`config.mk`:
```
export PLATFORM = sky130hd
export DESIGN_NAME = multdiv_ctrl
export DESIGN_NICKNAME = d
export VERILOG_FILES = /design/src/rtl/multdiv_pkg.sv /design/src/rtl/multdiv_iter_unit.sv /design/src/rtl/multdiv_ctrl.sv
export SDC_FILE = /design/constraint.sdc
export NUM_CORES = 1
export LEC_CHECK = 0
export ABC_AREA = 1
export ABC_CLOCK_PERIOD_IN_PS = 2500
export CAP_MARGIN = 25
export CORE_UTILIZATION = 35
export CTS_CLUSTER_SIZE = 12
export DETAILED_ROUTE_END_ITERATION = 7
export PLACE_DENSITY_LB_ADDON = 0.1
export SLEW_MARGIN = 40
export SYNTH_ARGS = -nofsm -noshare
export SYNTH_HDL_FRONTEND = slang
export SYNTH_SLANG_ARGS = --single-unit
```
`constraint.sdc`:
```
create_clock -name clk -period 2.5 [get_ports clk]
set_clock_uncertainty 0.1 [all_clocks]
set_input_delay 0.625 -clock clk [delete_from_list [all_inputs] [get_ports clk]]
set_output_delay 0.625 -clock clk [all_outputs]
set_load 0.01 [all_outputs]
```
`src/rtl/multdiv_pkg.sv`:
```
// Shared types for the iterative multiply/divide controller: FSM states,
// operation kind and the default operand width.
package multdiv_pkg;

  localparam int WIDTH_DEFAULT = 32;

  typedef enum logic [2:0] {
    IDLE  = 3'd0,
    MULT  = 3'd1,
    DIV   = 3'd2,
    FIX   = 3'd3,
    WRITE = 3'd4
  } state_t;

  typedef enum logic {
    OP_MULT = 1'b0,
    OP_DIV  = 1'b1
  } op_kind_t;

endpackage

```
`src/rtl/multdiv_iter_unit.sv`:
```
// Datapath for iterative multiply/divide: magnitude registers, shift-add and
// restoring-divide steps, sign fix-up. Optional MULTDIV_EARLY_EXIT_EN ends MULT early.
module multdiv_iter_unit
  import multdiv_pkg::*;
#(
  parameter int WIDTH = WIDTH_DEFAULT
) (
  input  logic               clk,
  input  logic               reset,
  input  logic               load,
  input  logic               step,
  input  logic               fix,
  input  op_kind_t           op_kind,
  input  logic               is_signed,
  input  logic [WIDTH-1:0]   op_a,
  input  logic [WIDTH-1:0]   op_b,
  output logic [2*WIDTH-1:0] result,
  output logic               mult_last,
  output logic               div_last
);

  localparam int CW = $clog2(WIDTH);
  localparam logic [CW-1:0] LAST_ITER = CW'(WIDTH - 1);

  logic [2*WIDTH-1:0] acc_r;
  logic [2*WIDTH-1:0] mcand_r;
  logic [WIDTH-1:0]   opb_r;
  logic [CW-1:0]      count_r;
  logic               sign_a_r;
  logic               sign_b_r;
  op_kind_t           kind_r;

  logic [WIDTH-1:0]   abs_a_s;
  logic [WIDTH-1:0]   abs_b_s;
  logic [2*WIDTH-1:0] mult_next_s;
  logic [WIDTH:0]     rem_shift_s;
  logic [WIDTH:0]     diff_s;
  logic [2*WIDTH-1:0] div_next_s;
  logic [WIDTH-1:0]   quot_s;
  logic [WIDTH-1:0]   rem_s;
  logic [2*WIDTH-1:0] fix_next_s;
  logic               last_iter_s;

  // Operand magnitudes, single-step results and sign fix-up
  always_comb begin
    abs_a_s     = (is_signed && op_a[WIDTH-1]) ? -op_a : op_a;
    abs_b_s     = (is_signed && op_b[WIDTH-1]) ? -op_b : op_b;
    last_iter_s = (count_r == LAST_ITER);
    mult_next_s = opb_r[0] ? (acc_r + mcand_r) : acc_r;
    // Partial remainder shifted left with the next dividend bit; W+1 bits so the borrow is visible
    rem_shift_s = acc_r[2*WIDTH-1:WIDTH-1];
    diff_s      = rem_shift_s - {1'b0, opb_r};
    if (diff_s[WIDTH]) begin
      div_next_s = {acc_r[2*WIDTH-2:0], 1'b0};
    end else begin
      div_next_s = {diff_s[WIDTH-1:0], acc_r[WIDTH-2:0], 1'b1};
    end
    quot_s = (sign_a_r ^ sign_b_r) ? -acc_r[WIDTH-1:0] : acc_r[WIDTH-1:0];
    rem_s  = sign_a_r ? -acc_r[2*WIDTH-1:WIDTH] : acc_r[2*WIDTH-1:WIDTH];
    if (kind_r == OP_MULT) begin
      fix_next_s = (sign_a_r ^ sign_b_r) ? -acc_r : acc_r;
    end else begin
      fix_next_s = {rem_s, quot_s};
    end
  end

  // Load, iterate and fix up the accumulator
  always_ff @(posedge clk or negedge reset) begin
    if (!reset) begin
      acc_r    <= {(2*WIDTH){1'b0}};
      mcand_r  <= {(2*WIDTH){1'b0}};
      opb_r    <= {WIDTH{1'b0}};
      count_r  <= {CW{1'b0}};
      sign_a_r <= 1'b0;
      sign_b_r <= 1'b0;
      kind_r   <= OP_MULT;
    end else if (load) begin
      acc_r    <= (op_kind == OP_MULT) ? {(2*WIDTH){1'b0}} : {{WIDTH{1'b0}}, abs_a_s};
      mcand_r  <= {{WIDTH{1'b0}}, abs_a_s};
      opb_r    <= abs_b_s;
      count_r  <= {CW{1'b0}};
      sign_a_r <= is_signed & op_a[WIDTH-1];
      sign_b_r <= is_signed & op_b[WIDTH-1];
      kind_r   <= op_kind;
    end else if (step) begin
      count_r <= count_r + {{(CW-1){1'b0}}, 1'b1};
      if (kind_r == OP_MULT) begin
        acc_r   <= mult_next_s;
        mcand_r <= {mcand_r[2*WIDTH-2:0], 1'b0};
        opb_r   <= {1'b0, opb_r[WIDTH-1:1]};
      end else begin
        acc_r <= div_next_s;
      end
    end else if (fix) begin
      acc_r <= fix_next_s;
    end
  end

  // Termination flags for the controller
  always_comb begin
    result   = acc_r;
    div_last = last_iter_s;
`ifdef MULTDIV_EARLY_EXIT_EN
    // Multiplier bits still to be consumed after this step are all zero
    mult_last = last_iter_s | (opb_r[WIDTH-1:1] == {(WIDTH-1){1'b0}});
`else
    mult_last = last_iter_s;
`endif
  end

endmodule

```
`src/rtl/multdiv_ctrl.sv`:
```
// Multiply/divide controller driving the HI/LO register pair and forwarding MTHI/MTLO.
// Optional MULTDIV_EARLY_EXIT_EN: multiply stops once remaining multiplier bits are zero.
module multdiv_ctrl
  import multdiv_pkg::*;
#(
  parameter int WIDTH = WIDTH_DEFAULT
) (
  input  logic             clk,
  input  logic             reset,
  input  logic             start_mult,
  input  logic             start_div,
  input  logic             is_signed,
  input  logic [WIDTH-1:0] op_a,
  input  logic [WIDTH-1:0] op_b,
  input  logic             mthi,
  input  logic             mtlo,
  input  logic [WIDTH-1:0] mt_data,
  output logic [WIDTH-1:0] hi_in,
  output logic [WIDTH-1:0] lo_in,
  output logic             hi_write,
  output logic             lo_write,
  output logic             busy,
  output logic             done,
  output logic             div_by_zero
);

  state_t             state_r;
  state_t             state_s;
  logic               dz_r;
  logic               dz_s;
  logic               load_s;
  logic               step_s;
  logic               fix_s;
  op_kind_t           op_kind_s;
  logic [2*WIDTH-1:0] result_s;
  logic               mult_last_s;
  logic               div_last_s;

  multdiv_iter_unit #(.WIDTH(WIDTH)) u_iter (
    .clk       (clk),
    .reset     (reset),
    .load      (load_s),
    .step      (step_s),
    .fix       (fix_s),
    .op_kind   (op_kind_s),
    .is_signed (is_signed),
    .op_a      (op_a),
    .op_b      (op_b),
    .result    (result_s),
    .mult_last (mult_last_s),
    .div_last  (div_last_s)
  );

  // Next-state and datapath strobes
  always_comb begin
    state_s   = state_r;
    dz_s      = dz_r;
    load_s    = 1'b0;
    step_s    = 1'b0;
    fix_s     = 1'b0;
    op_kind_s = OP_MULT;
    case (state_r)
      IDLE: begin
        if (start_mult) begin
          load_s    = 1'b1;
          op_kind_s = OP_MULT;
          dz_s      = 1'b0;
`ifdef MULTDIV_EARLY_EXIT_EN
          state_s   = (op_b == {WIDTH{1'b0}}) ? FIX : MULT;
`else
          state_s   = MULT;
`endif
        end else if (start_div) begin
          load_s    = 1'b1;
          op_kind_s = OP_DIV;
          if (op_b == {WIDTH{1'b0}}) begin
            dz_s    = 1'b1;
            state_s = WRITE;
          end else begin
            dz_s    = 1'b0;
            state_s = DIV;
          end
        end else begin
          state_s = IDLE;
        end
      end
      MULT: begin
        step_s  = 1'b1;
        state_s = mult_last_s ? FIX : MULT;
      end
      DIV: begin
        step_s  = 1'b1;
        state_s = div_last_s ? FIX : DIV;
      end
      FIX: begin
        fix_s   = 1'b1;
        state_s = WRITE;
      end
      WRITE: begin
        state_s = IDLE;
      end
      default: begin
        state_s = IDLE;
      end
    endcase
  end

  // State and divide-by-zero flag registers
  always_ff @(posedge clk or negedge reset) begin
    if (!reset) begin
      state_r <= IDLE;
      dz_r    <= 1'b0;
    end else begin
      state_r <= state_s;
      dz_r    <= dz_s;
    end
  end

  // HI/LO write port and status; everything is forced low while reset is held
  always_comb begin
    hi_in       = {WIDTH{1'b0}};
    lo_in       = {WIDTH{1'b0}};
    hi_write    = 1'b0;
    lo_write    = 1'b0;
    busy        = 1'b0;
    done        = 1'b0;
    div_by_zero = 1'b0;
    if (reset) begin
      case (state_r)
        IDLE: begin
          if (mthi) begin
            hi_write = 1'b1;
            hi_in    = mt_data;
          end else begin
            hi_write = 1'b0;
          end
          if (mtlo) begin
            lo_write = 1'b1;
            lo_in    = mt_data;
          end else begin
            lo_write = 1'b0;
          end
        end
        MULT, DIV, FIX: begin
          busy = 1'b1;
        end
        WRITE: begin
          busy = 1'b1;
          done = 1'b1;
          if (dz_r) begin
            div_by_zero = 1'b1;
          end else begin
            hi_write = 1'b1;
            lo_write = 1'b1;
            hi_in    = result_s[2*WIDTH-1:WIDTH];
            lo_in    = result_s[WIDTH-1:0];
          end
        end
        default: begin
          busy = 1'b0;
        end
      endcase
    end else begin
      busy = 1'b0;
    end
  end

endmodule

```
==> Word level (Yosys, flattened, before mapping) <==
Index checks and enable logic that the tools add are counted.
{ "word_totals": {"reg_bits": 172, "elab_cells": 103, "inputBits": 103, "out_inout_bits": 69} }
{ "op_classes": {"addsub": 8, "n_eq_ne": 8, "bitwise": 3, "mux": 59, "n_reduce_logical": 15} }
{ "op_table": {"columns": ["operator", "count"], "rows": [
  ["64-bit 2-to-1 mux", 11],
  ["32-bit 2-to-1 mux", 14],
  ["32-bit negation", 4],
  ["32-bit one-hot mux with 2 select lines", 2],
  ["64-bit adder", 1],
  ["64-bit negation", 1],
  ["33-bit by 32-bit subtractor with 33-bit output", 1],
  ["32-bit zero test", 1],
  ["1-bit 2-to-1 mux", 23],
  ["3-bit one-hot mux with 4 select lines", 1],
  ["5-bit 2-to-1 mux", 2],
  ["3-bit 2-to-1 mux", 3],
  ["3-bit by 2-bit equality test with 1-bit output (second input constant)", 2],
  ["3-bit nonzero test", 2],
  ["5-bit by 1-bit adder with 5-bit output (second input constant)", 1],
  ["5-bit equality test (second input constant)", 1],
  ["4-bit by 2-bit != test with 1-bit output (second input constant)", 1],
  ["4-bit by 3-bit != test with 1-bit output (second input constant)", 1],
  ["1-bit one-hot mux with 2 select lines", 2],
  ["2-bit AND reduction", 2],
  ["4-bit AND reduction", 1],
  ["2-bit nonzero test", 2],
  ["4-bit nonzero test", 1],
  ["4-bit OR reduction", 1],
  ["other kinds (10)", 12]
]} }

==> Longest topological paths before layout <==
{ "depth": {"ltp_word": 6, "ltp_mapped": 22, "depth_no_buf": 21} }

==> Hierarchy <==
From an unflattened synthesis, not the netlist that was laid out.
{ "hier_totals": {"cells_unflattened": 4224, "hier_area_um2": 22821.9} }
{ "modules_own_cells": {"columns": ["mod", "area_each_um2", "cells_each", "n_inst", "seq_area_each_um2"], "rows": [
  ["multdiv_iter_unit", 21478.1, 3938, 1, 4204.0],
  ["multdiv_ctrl", 1343.8, 286, 1, 100.1]
]} }

==> Worst setup path before layout <==
Ideal clock, no wire load.
{ "synth_timing": {"path_kind": "reg2reg", "startpoint": "reg u_iter.acc_r[32], in the netlist u_iter.result[32]", "endpoint": "reg u_iter.acc_r[61], in the netlist u_iter.result[61]", "n_path_buf": 2, "required_ns": 2.283, "synth_period_minus_slack_ns": 2.711, "slack_ns": -0.211, "setup_time_ns": 0.117, "path_stages_with_launch": 23, "arrival_time_ns": 2.495, "path_cell_list": "dfrtp_1 -> clkbuf_1 -> inv_1 -> fa_1 -> inv_1 -> nand2_1 -> nand2_1 -> nand3_1 -> nand2_1 -> nand2_1 -> nand2_1 -> nand2_1 -> nand2_1 -> nand2_1 -> nand2_2 -> buf_4 -> nand2_1 -> nand2_1 -> nand2_1 -> nand2_1 -> nand2_1 -> nand2_1 -> nand2_1"} }
{ "synth_between": {"elab_chain_cells": 6, "elab_cells_between_ends": 13, "classes_between": "add/sub (4); mux (9)"} }
{ "synth_lines": {"columns": ["element", "line_no", "rtl"], "rows": [
  ["start, declared", "multdiv_iter_unit.sv:25", "logic [2*WIDTH-1:0] acc_r;"],
  ["start signal, assigned", "multdiv_iter_unit.sv:70", "acc_r <= {(2*WIDTH){1'b0}};"],
  ["start signal, assigned", "multdiv_iter_unit.sv:78", "acc_r <= (op_kind == OP_MULT) ? {(2*WIDTH){1'b0}} : {{WIDTH{1'b0}}, abs_a_s};"],
  ["start signal, assigned", "multdiv_iter_unit.sv:88", "acc_r <= mult_next_s;"],
  ["64-bit negation or 32-bit negation (tied branches)", "multdiv_iter_unit.sv:61, multdiv_iter_unit.sv:59", null],
  ["64-bit 2-to-1 mux or 32-bit 2-to-1 mux (tied branches)", "multdiv_iter_unit.sv:61, multdiv_iter_unit.sv:59", null],
  ["64-bit 2-to-1 mux", "multdiv_iter_unit.sv:60", "if (kind_r == OP_MULT) begin"],
  ["64-bit 2-to-1 mux", "multdiv_iter_unit.sv:94", "end else if (fix) begin"],
  ["64-bit 2-to-1 mux (*)", "multdiv_iter_unit.sv:85", "end else if (step) begin"],
  ["64-bit 2-to-1 mux (*)", "multdiv_iter_unit.sv:77", "end else if (load) begin"]
]} }
Mark *: on every way between the ends. The rest lies on a longest branch, timed or not. The select of a mux whose other input is x is not followed.
A chain may end at the register's enable or synchronous reset.

==> Final worst setup path <==
{ "layout_timing": {"startpoint": "reg state_r[1]", "endpoint": "out hi_in[30]"} }
{ "layout_between": {"elab_chain_cells": 3, "elab_cells_between_ends": 4, "classes_between": "eq/ne (1); mux (2); reduce/logical (1)"} }
{ "layout_lines": {"columns": ["element", "line_no", "rtl"], "rows": [
  ["start, declared", "multdiv_ctrl.sv:27", "state_t state_r;"],
  ["start signal, assigned", "multdiv_ctrl.sv:114", "state_r <= state_s;"],
  ["3-bit equality test or 3-bit zero test (tied branches)", "multdiv_ctrl.sv:129", "case (state_r)"],
  ["32-bit one-hot mux with 2 select lines (*)", "multdiv_ctrl.sv:129", null],
  ["32-bit 2-to-1 mux (*)", "multdiv_ctrl.sv:128", "if (reset) begin"],
  ["end, declared", "multdiv_ctrl.sv:18", "output logic [WIDTH-1:0] hi_in,"]
]} }
Mark *: on every way between the ends. The rest lies on a longest branch, timed or not.

==> metrics.csv <==
metric;value;unit
outcome;finished with violations;
violated checks;negative setup slack;
synth top area cells;nand2_1, dfrtp_1, inv_1;
die span in x;256.5;µm
Max stage delay on crit path;0.39;ns
largest net degree at the start of global routing;98;
register area share after synthesis;18.99;%
layout cell share with drive strength beyond 1;33.82;%
clk slew on worst S/H paths;0.09;ns
total number of H-tree levels;4;
Mean Syn Cell Area;5.371;µm²
Crit Path Category;reg -> out;
Multi-input gate area;18490;µm²
crit path capture type;output pin;
cell count after synthesis;4219;
Clock Latency Late Sink;0.51;ns
post-synth top area share;24.30;%
Nets;5445;
number of synthesized register bits;172;
CP cell instances;inv_2 -> nand2_4 -> nor2_4 -> nand2_8 -> buf_16 -> buf_12 -> o22ai_2 -> inv_1 -> nor2_1 -> buf_2;
I/O pins;172;
Syn Nets;4425;
Rel. slew slack;41.08;%
Post-synth EDFFs;0;
Avg WL per Cell;19.93;µm
Yosys top cell by area;nand2_1;
Final Critical Period;2.823;ns
CTS Root Cell;clkbuf_16;
Startpoint Class;register;
die height;256.5;µm
slowest CP cell;dfrtp_1;
die area;65770;µm²
via count;30920;
Starting Density;35.66;%
Final Hold Viols;0;
CTS tree;done;
final wirelength;121.5;mm
Synthesis Warnings;0;
setup_tns;-21.08;ns
Final period util;112.9;%
number of antenna-violating nets in the routed design;0;
Synth Flop Type;dfrtp_1;
Setup WS post-layout;-0.3228;ns
DP HPWL;97.15;mm
Achievable Freq;354.3;MHz
DRC;0;
Max-Cap Viols;0;
Final Max Slew Viols;0;
first drt pass iteration count;6;
Slew @ Worst Pin;0.8838;ns
RSZ-0062 raised after global routing;true;
CTS Buffer Depth;2;
setup-violating endpoint count in the final report;104;
CTS Sinks;172;
global-route wire length before repair;177.4;mm
Worst Hold Slack;0.4097;ns
TritonCTS buffer count;17;
Syn Std Cell Area;22660;µm²
Fillers;6485;
DR vias/cell;5.070;
storage element area;4354;µm²
count leader, synth;nand2_1;
worst path required time;1.77;ns
Yosys cell types;50;
diode count;0;
vias in the first global route;28820;
GRT Overall Usage;35.88;%
buffers added on ports;171;
DRT iter0 DRCs;2922;
Critical Path AT;2.10;ns
CP Max Fanout;6;
pre-CTS setup slack;-0.6033;ns
initial antenna violation count;1;
Area Growth Syn to Fin;63.06;%
GPL Wtd Cong;1.057;
grt ovf;0;
Synth top cells by count;nand2_1, inv_1, nor2_1, nand3_1, a21oi_1;
core region area;63540;µm²
num rows;92;
Post-synth ARST share;100.0;%
Hold Path Class;reg -> reg;
==> stage by stage <==
step | cells | utilization [%] | cell area, µm²
after floorplan | 4219 | - | 22680
after global placement | 5975 | 50.06 | 31810
after detailed placement | 5976 | 50.10 | 31830
after CTS | 6064 | 54.50 | 34630
after global routing | 6098 | 58.15 | 36950
final | 6098 | 58.15 | 36950
==> state kept, by name, summed over array words and instances, names as in the netlist <==
name and flops:
u_iter.opb_r 32, u_iter.sign_a_r 1, u_iter.kind_r 1, u_iter.count_r 5, dz_r 1, u_iter.result 64, u_iter.mcand_r 64, u_iter.sign_b_r 1
state_r 3
==> what timing repair did <==
action                                 4_1_cts  5_1_grt
pin swaps                                  143      236
hold buffers                                 1        0
cloned                                      12        2
endpoints found under the hold margin       14        0
resized for setup                          666      558
setup endpoints to repair                  127      160
buffers inserted                            44       41
==> path summary, 6_finish.rpt <==
path / from / slack (ns) / end / cells past startpoint
min reg2reg: u_iter.opb_r[29] / 0.41 / u_iter.opb_r[29] / 2
max: state_r[1] / -0.32 / hi_in[30] / 10
max reg2reg: u_iter.result[31] / -0.26 / u_iter.result[37] / 21
max in group asynchronous: reset / 0.81 / u_iter.result[6] / 4
min: u_iter.opb_r[29] / 0.41 / u_iter.opb_r[29] / 2
min in group asynchronous: reset / 0.52 / u_iter.mcand_r[43] / 3
==> layer usage <==
| metal | vias up | GRT usage [%] | routed length [µm] |
|---|---|---|---|
| met4 | 2 | 19.56 | 7822 |
| met1 | 14310 | 47.87 | 52670 |
| li1 | 15240 | - | - |
| met2 | 1124 | 56.86 | 53380 |
| met5 | - | 0 | 7 |
| met3 | 240 | 3.480 | 7647 |
==> cell type report <==
cell class | count | area share, %
Multi-Input combinational cell | 3143 | 50.05
Timing Repair Buffer | 1122 | 25.53
Sequential cell | 172 | 11.78
Inverter | 783 | 8.049
Tap cell | 846 | 2.865
Clock buffer | 17 | 1.151
Clock inverter | 15 | 0.5756
==> kinds of logic (layout without fill, tap and decap cells) <==
group,after synthesis,count (layout),synth area share (%)
and+or+nand+nor,2358,2359,41.97
buffers and inverters,905,1937,15.15
AOI/OAI and AO/OA,571,571,13.89
xor gates and xnor gates,110,110,4.252
DFF,172,172,18.99
adders and majority gates,103,103,5.753
==> cell usage in the layout, fill, tap and decap left out, drive strengths merged, types with 35 or more instances in the layout <==
cell type      synthesis  routed
nor3                  60      60
ha                   101     101
nand2               1470    1471
dfrtp                172     172
nor2                 473     473
inv                  781     782
o22ai                 93      93
nand4                 35      35
o21ai                181     181
nand3                285     285
xor2                  88      88
a21oi                239     239
buf                   33    1015
clkdlybuf4s50          0      99
==> worst max-delay path: cells and delay by family (launching register included) <==
kind	cells	cell delay [ns]
AO/OA/AOI/OAI	1	0.15
buffers and inverters	5	0.56
AND/OR/NAND/NOR	4	0.45
flip-flops	1	0.39
Power is not shown: default switching activity piles up to over one toggle a cycle in this logic, so the estimate is an artifact.
